<file path="src/rtl/bcd_addsub_serial.sv">
// Digit-serial packed-BCD adder/subtractor, least significant digit first.
// Negative differences are re-complemented in a second serial pass (FIX).
module bcd_addsub_serial #(
  parameter int DIGITS = 4
) (
  input  logic                clk,
  input  logic                rst_n,
  input  logic                start,
  input  logic                mode,
  input  logic [4*DIGITS-1:0] a,
  input  logic [4*DIGITS-1:0] b,
  output logic [4*DIGITS-1:0] result,
  output logic                cout,
  output logic                neg,
  output logic                err,
  output logic                busy,
  output logic                done
);

  localparam int IW = (DIGITS > 1) ? $clog2(DIGITS) : 1;

  typedef enum logic [1:0] {IDLE, CALC, FIX, DONE} state_t;

  state_t              state_q, state_d;
  logic [4*DIGITS-1:0] a_q, a_d, b_q, b_d, res_q, res_d;
  logic [IW-1:0]       i_q, i_d;
  logic                mode_q, mode_d, c_q, c_d;
  logic                cout_q, cout_d, neg_q, neg_d, err_q, err_d;
  logic                busy_q, busy_d, done_q, done_d;

  logic                in_bad, last;
  logic [3:0]          op_x, op_y, dig;
  logic [4:0]          t;
  logic                c_nxt;

  always_comb begin
    in_bad = 1'b0;
    for (int k = 0; k < DIGITS; k++)
      if (a[4*k +: 4] > 4'd9 || b[4*k +: 4] > 4'd9) in_bad = 1'b1;
  end

  // One shared digit adder: CALC adds a_i + (b_i or 9-b_i), FIX adds 9-r_i.
  always_comb begin
    if (state_q == FIX) begin
      op_x = 4'd9 - res_q[4*i_q +: 4];
      op_y = 4'd0;
    end else begin
      op_x = a_q[4*i_q +: 4];
      op_y = mode_q ? 4'd9 - b_q[4*i_q +: 4] : b_q[4*i_q +: 4];
    end
    t = {1'b0, op_x} + {1'b0, op_y} + {4'd0, c_q};
    if (t > 5'd9) begin
      dig   = 4'(t + 5'd6);
      c_nxt = 1'b1;
    end else begin
      dig   = t[3:0];
      c_nxt = 1'b0;
    end
    last = (i_q == IW'(DIGITS - 1));
  end

  always_comb begin
    state_d = state_q;
    a_d     = a_q;
    b_d     = b_q;
    res_d   = res_q;
    i_d     = i_q;
    mode_d  = mode_q;
    c_d     = c_q;
    cout_d  = cout_q;
    neg_d   = neg_q;
    err_d   = err_q;
    busy_d  = busy_q;
    done_d  = 1'b0;
    case (state_q)
      IDLE: if (start) begin
        a_d     = a;
        b_d     = b;
        mode_d  = mode;
        res_d   = '0;
        cout_d  = 1'b0;
        neg_d   = 1'b0;
        err_d   = in_bad;
        i_d     = '0;
        c_d     = mode;
        busy_d  = 1'b1;
        state_d = CALC;
      end
      CALC: begin
        if (err_q) begin
          state_d = DONE;
        end else begin
          res_d[4*i_q +: 4] = dig;
          c_d = c_nxt;
          i_d = i_q + 1'b1;
          if (last) begin
            i_d = '0;
            if (!mode_q) begin
              cout_d  = c_nxt;
              state_d = DONE;
            end else if (c_nxt) begin
              neg_d   = 1'b0;
              state_d = DONE;
            end else begin
              neg_d   = 1'b1;
              c_d     = 1'b1;
              state_d = FIX;
            end
          end
        end
      end
      FIX: begin
        res_d[4*i_q +: 4] = dig;
        c_d = c_nxt;
        i_d = i_q + 1'b1;
        if (last) begin
          i_d     = '0;
          state_d = DONE;
        end
      end
      DONE: begin
        // First DONE cycle raises done; second returns to IDLE, so start is
        // never accepted at the edge that ends the done pulse.
        if (!done_q) begin
          done_d = 1'b1;
          busy_d = 1'b0;
        end else begin
          state_d = IDLE;
        end
      end
      default: state_d = IDLE;
    endcase
  end

  always_ff @(posedge clk or negedge rst_n) begin
    if (!rst_n) begin
      state_q <= IDLE;
      a_q     <= '0;
      b_q     <= '0;
      res_q   <= '0;
      i_q     <= '0;
      mode_q  <= 1'b0;
      c_q     <= 1'b0;
      cout_q  <= 1'b0;
      neg_q   <= 1'b0;
      err_q   <= 1'b0;
      busy_q  <= 1'b0;
      done_q  <= 1'b0;
    end else begin
      state_q <= state_d;
      a_q     <= a_d;
      b_q     <= b_d;
      res_q   <= res_d;
      i_q     <= i_d;
      mode_q  <= mode_d;
      c_q     <= c_d;
      cout_q  <= cout_d;
      neg_q   <= neg_d;
      err_q   <= err_d;
      busy_q  <= busy_d;
      done_q  <= done_d;
    end
  end

  assign result = res_q;
  assign cout   = cout_q;
  assign neg    = neg_q;
  assign err    = err_q;
  assign busy   = busy_q;
  assign done   = done_q;

endmodule

</file>
<file path="config.mk">
export PLATFORM = sky130hd
export DESIGN_NAME = bcd_addsub_serial
export DESIGN_NICKNAME = d
export VERILOG_FILES = /design/src/rtl/bcd_addsub_serial.sv
export SDC_FILE = /design/constraint.sdc
export NUM_CORES = 1
export LEC_CHECK = 0
export BUFFER_PORTS_ARGS = -buffer_cell sky130_fd_sc_hd__buf_2
export CELL_PAD_IN_SITES_DETAIL_PLACEMENT = 0
export CELL_PAD_IN_SITES_GLOBAL_PLACEMENT = 1
export CORE_ASPECT_RATIO = 1.25
export CORE_UTILIZATION = 45
export DETAILED_ROUTE_END_ITERATION = 8
export PLACE_DENSITY = 0.89
export SETUP_SLACK_MARGIN = 0.05
export SLEW_MARGIN = 15
export SYNTH_ARGS = -nofsm -noshare
export SYNTH_HDL_FRONTEND = slang
export SYNTH_SLANG_ARGS = --single-unit
</file>
<file path="constraint.sdc">
create_clock -name clk -period 4.7 [get_ports clk]
set_clock_uncertainty 0.05 [all_clocks]
set_input_delay 0.705 -clock clk [delete_from_list [all_inputs] [get_ports clk]]
set_output_delay 0.705 -clock clk [all_outputs]
set_load 0.05 [all_outputs]
</file>
==> impl_results.md <==
- Cts hold-fix bufs: 0
- Final ANT Viol Nets: 0
- Number of diodes added for antenna fixing: 0
- Port Buffer Count: 56
- Cells resized by post-CTS repair: 0
- Setup slack, reg-to-reg: 0.73 ns
- Cell type with the highest occurrence count on the critical path: ha_1
- Worst relative slew slack: 51.82%
- Detail-routed via count per cell: 5.511
- Die Ht: 96.82 um
- Final HPWL from detailed placement: 5.187 mm
- Post-route minimum period: 3.972 ns
- Max Fanout on Critical Path: 14
- Longest Clk Path Bufs: 2
- Total of endpoints with negative setup slack in the final report: 0
- Dominant cells by area after synthesis: dfrtp_1 46%, mux2_2 13%, mux4_2 8.3%, ha_1 6.2%, o21ai_0 3.7%
- Layout cell share with drive strength beyond 1: 37.76%
- Number of nets in the finished design: 380
- Clock Tree Root: clkbuf_8
- Average instance area after synthesis: 12.21 um2
- Worst Path Class, Setup: flop to flop
- Sum Neg Setup Slack: 0 ns
- Antenna violations before repair: 0
- Number of flip-flops and latches in the synthesized netlist: 59
- Crit Reg-Reg Endpoint: result[6]
- I/O pins: 57
- Library cell occupying the most area in the post-synthesis netlist: dfrtp_1
- Status: complete, no violations
- First-pass iteration count of the detailed router: 4
- Most instantiated cells after synthesis: 59 x dfrtp_1, 36 x mux2_2, 24 x o21ai_0
- Number of DRC violations after detailed routing: 0
- Relative area change from synthesis to final layout: 18.17%
- Number of global-route vias before repair: 2432
- Reg2Reg Depth: 13
- EDFF count, synth: 0
- Total die area: 7538 um2
- TritonCTS buffer count: 9
- Critical Path Source Type: flop
- H-Tree Depth: 3
- Class of the most critical hold timing path: input pin to asynchronous set/reset pin
- Area share of the largest cell type after synthesis: 45.61%
- Number of hold-slack violations in the final timing report: 0
- Most instantiated flip-flop cell in the synthesis netlist: dfrtp_1
- Detailed router's first-iteration violation count: 160
- Routed wirelength normalized by instance count: 16.21 um
- F_max: 251.8 MHz
- YS warnings: 0
- Routability Congestion: 0.8514
- FF-to-FF Start: i_q[0]
- Pin count of the biggest net entering global routing: 60
- Clock tree from TritonCTS: done
- Data arrival time of the critical path: 4.22 ns
- First-pass GRT wire length: 11.63 mm
- Number of cells produced by synthesis: 265
- Number of max-capacitance violations reported: 0
- Post-synthesis async set-or-reset flop share: 100.0%
- Kind of end point of the critical path: flop
- Standard cell with the maximum stage delay on the critical path: mux4_2
- Clk sink count: 59
- Total via count after detailed routing: 2320
- Post-CTS setup buffers: 0
- Number of placement rows: 34
- Slowest stage delay, CP: 0.55 ns
- Setup repair after global routing missed its margin: false
- Clock insertion delay at the later pin of the skew report: 0.35 ns
- Data required time of the critical path: 4.94 ns
- Final Slew Violations: 0
- Syn Nets: 319
- Most frequently used cell type in the post-synthesis netlist: dfrtp_1
- Sequential element share of the synthesized area: 45.61%
- Number of distinct library cells after synthesis: 40
- Final clock period utilization by the worst path: 84.51%
- Transition time at the pin with the least slew margin: 0.7228 ns
- Overall track demand over capacity in global routing: 20.48%
- Overall die width: 77.86 um
- Routed WL: 6.823 mm
- Cells along the critical path: buf_4 > mux4_2 > inv_1 > ha_1 > mux2i_1 > nor2_1 > ha_1 > xnor2_1 > ha_1 > a22o_1 > o31ai_4 > mux2i_1 > a22o_1
- Global-route congestion overflow total: 0
- Core box area: 6977 um2
- Clock transition at the registers of the reported paths: 0.07 ns
- Combined area of all synthesized cells: 3237 um2
- Starting Density: 46.40%
[registers in the layout, indices dropped and copies added (netlist names)]
| signal | flops |
|---|---|
| a_q | 16 |
| c_q | 1 |
| result | 16 |
| neg | 1 |
| cout | 1 |
| b_q | 16 |
| busy | 1 |
| done | 1 |
| err | 1 |
| mode_q | 1 |
| state_q | 2 |
| i_q | 2 |
[cells by family after synthesis]
group,Yosys count,synth area share (%)
compound gates,56,12.14
xor+xnor,5,1.353
fa+ha+maj,18,7.422
buf+inv,27,3.208
flops,59,45.61
mux,52,22.11
simple gates,48,8.155
[metal layers]
metal | share of wire (%) | global-route usage (%)
met4 | 2.3 | 9.869
met3 | 3.8 | 5.094
met1 | 42 | 23.93
met5 | 0 | 0
met2 | 52 | 34.79
[how the worst max path moves through the flow]
stage | startpoint | cells past startpoint | endpoint | slack [ns]
after floorplan | i_q[0] | 13 | result[2] | 0.96
after global placement | i_q[0] | 13 | result[2] | 0.84
after detailed placement | i_q[0] | 13 | result[14] | 0.74
after global routing | i_q[0] | 13 | result[10] | 0.42
final | i_q[0] | 13 | result[6] | 0.73
after CTS | i_q[0] | 13 | result[14] | 0.72
[per-stage QoR]
step / hold WS [ns] / utilization [%] / setup slack [ns] / cell area, um2 / instances
detailed placement: 0.4434 / 51.83 / 0.7399 / 3616 / 405
CTS: 0.4579 / 54.82 / 0.7188 / 3825 / 421
global placement: 0.4322 / 51.83 / 0.8381 / 3616 / 405
global route: 0.4707 / 54.82 / 0.4159 / 3825 / 421
finish: 0.4434 / 54.82 / 0.7281 / 3825 / 421
floorplan: 0.3594 / - / 0.9564 / 3237 / 265
[cells in the final DEF, fill, tap and decap left out, drive strengths merged, types with 3 or more instances in the layout]
| cell type | n |
|---|---|
| dfrtp | 59 |
| buf | 59 |
| mux2 | 36 |
| o21ai | 24 |
| inv | 18 |
| ha | 16 |
| nor2 | 15 |
| a22o | 13 |
| mux4 | 12 |
| nand2 | 12 |
| clkbuf | 11 |
| a21oi | 7 |
| mux2i | 4 |
| nand4 | 4 |
| xnor2 | 3 |
| nand3 | 3 |
[final cells by class]
cell class                 instances  area [um2]
clock inverter                     5       77.57
timing repair buffer              59       302.8
multi-input combinational        179        1657
clock buffer                      11       131.4
inverter                          18       67.56
tap                               90       112.6
fill                             628        3152
sequential                        59        1476
[worst max-delay path, delay by kind of cell, from the launching register on]
| kind | cells | cell delay [ns] |
|---|---|---|
| AOI/OAI and AO/OA | 3 | 0.74 |
| xor gates and xnor gates | 1 | 0.18 |
| adders and majority gates | 3 | 0.82 |
| buffers and inverters | 2 | 0.39 |
| DFF | 1 | 0.54 |
| muxes | 3 | 1.12 |
| and+or+nand+nor | 1 | 0.07 |
Power is not shown: default switching activity piles up to over one toggle a cycle in this logic, so the estimate is an artifact.
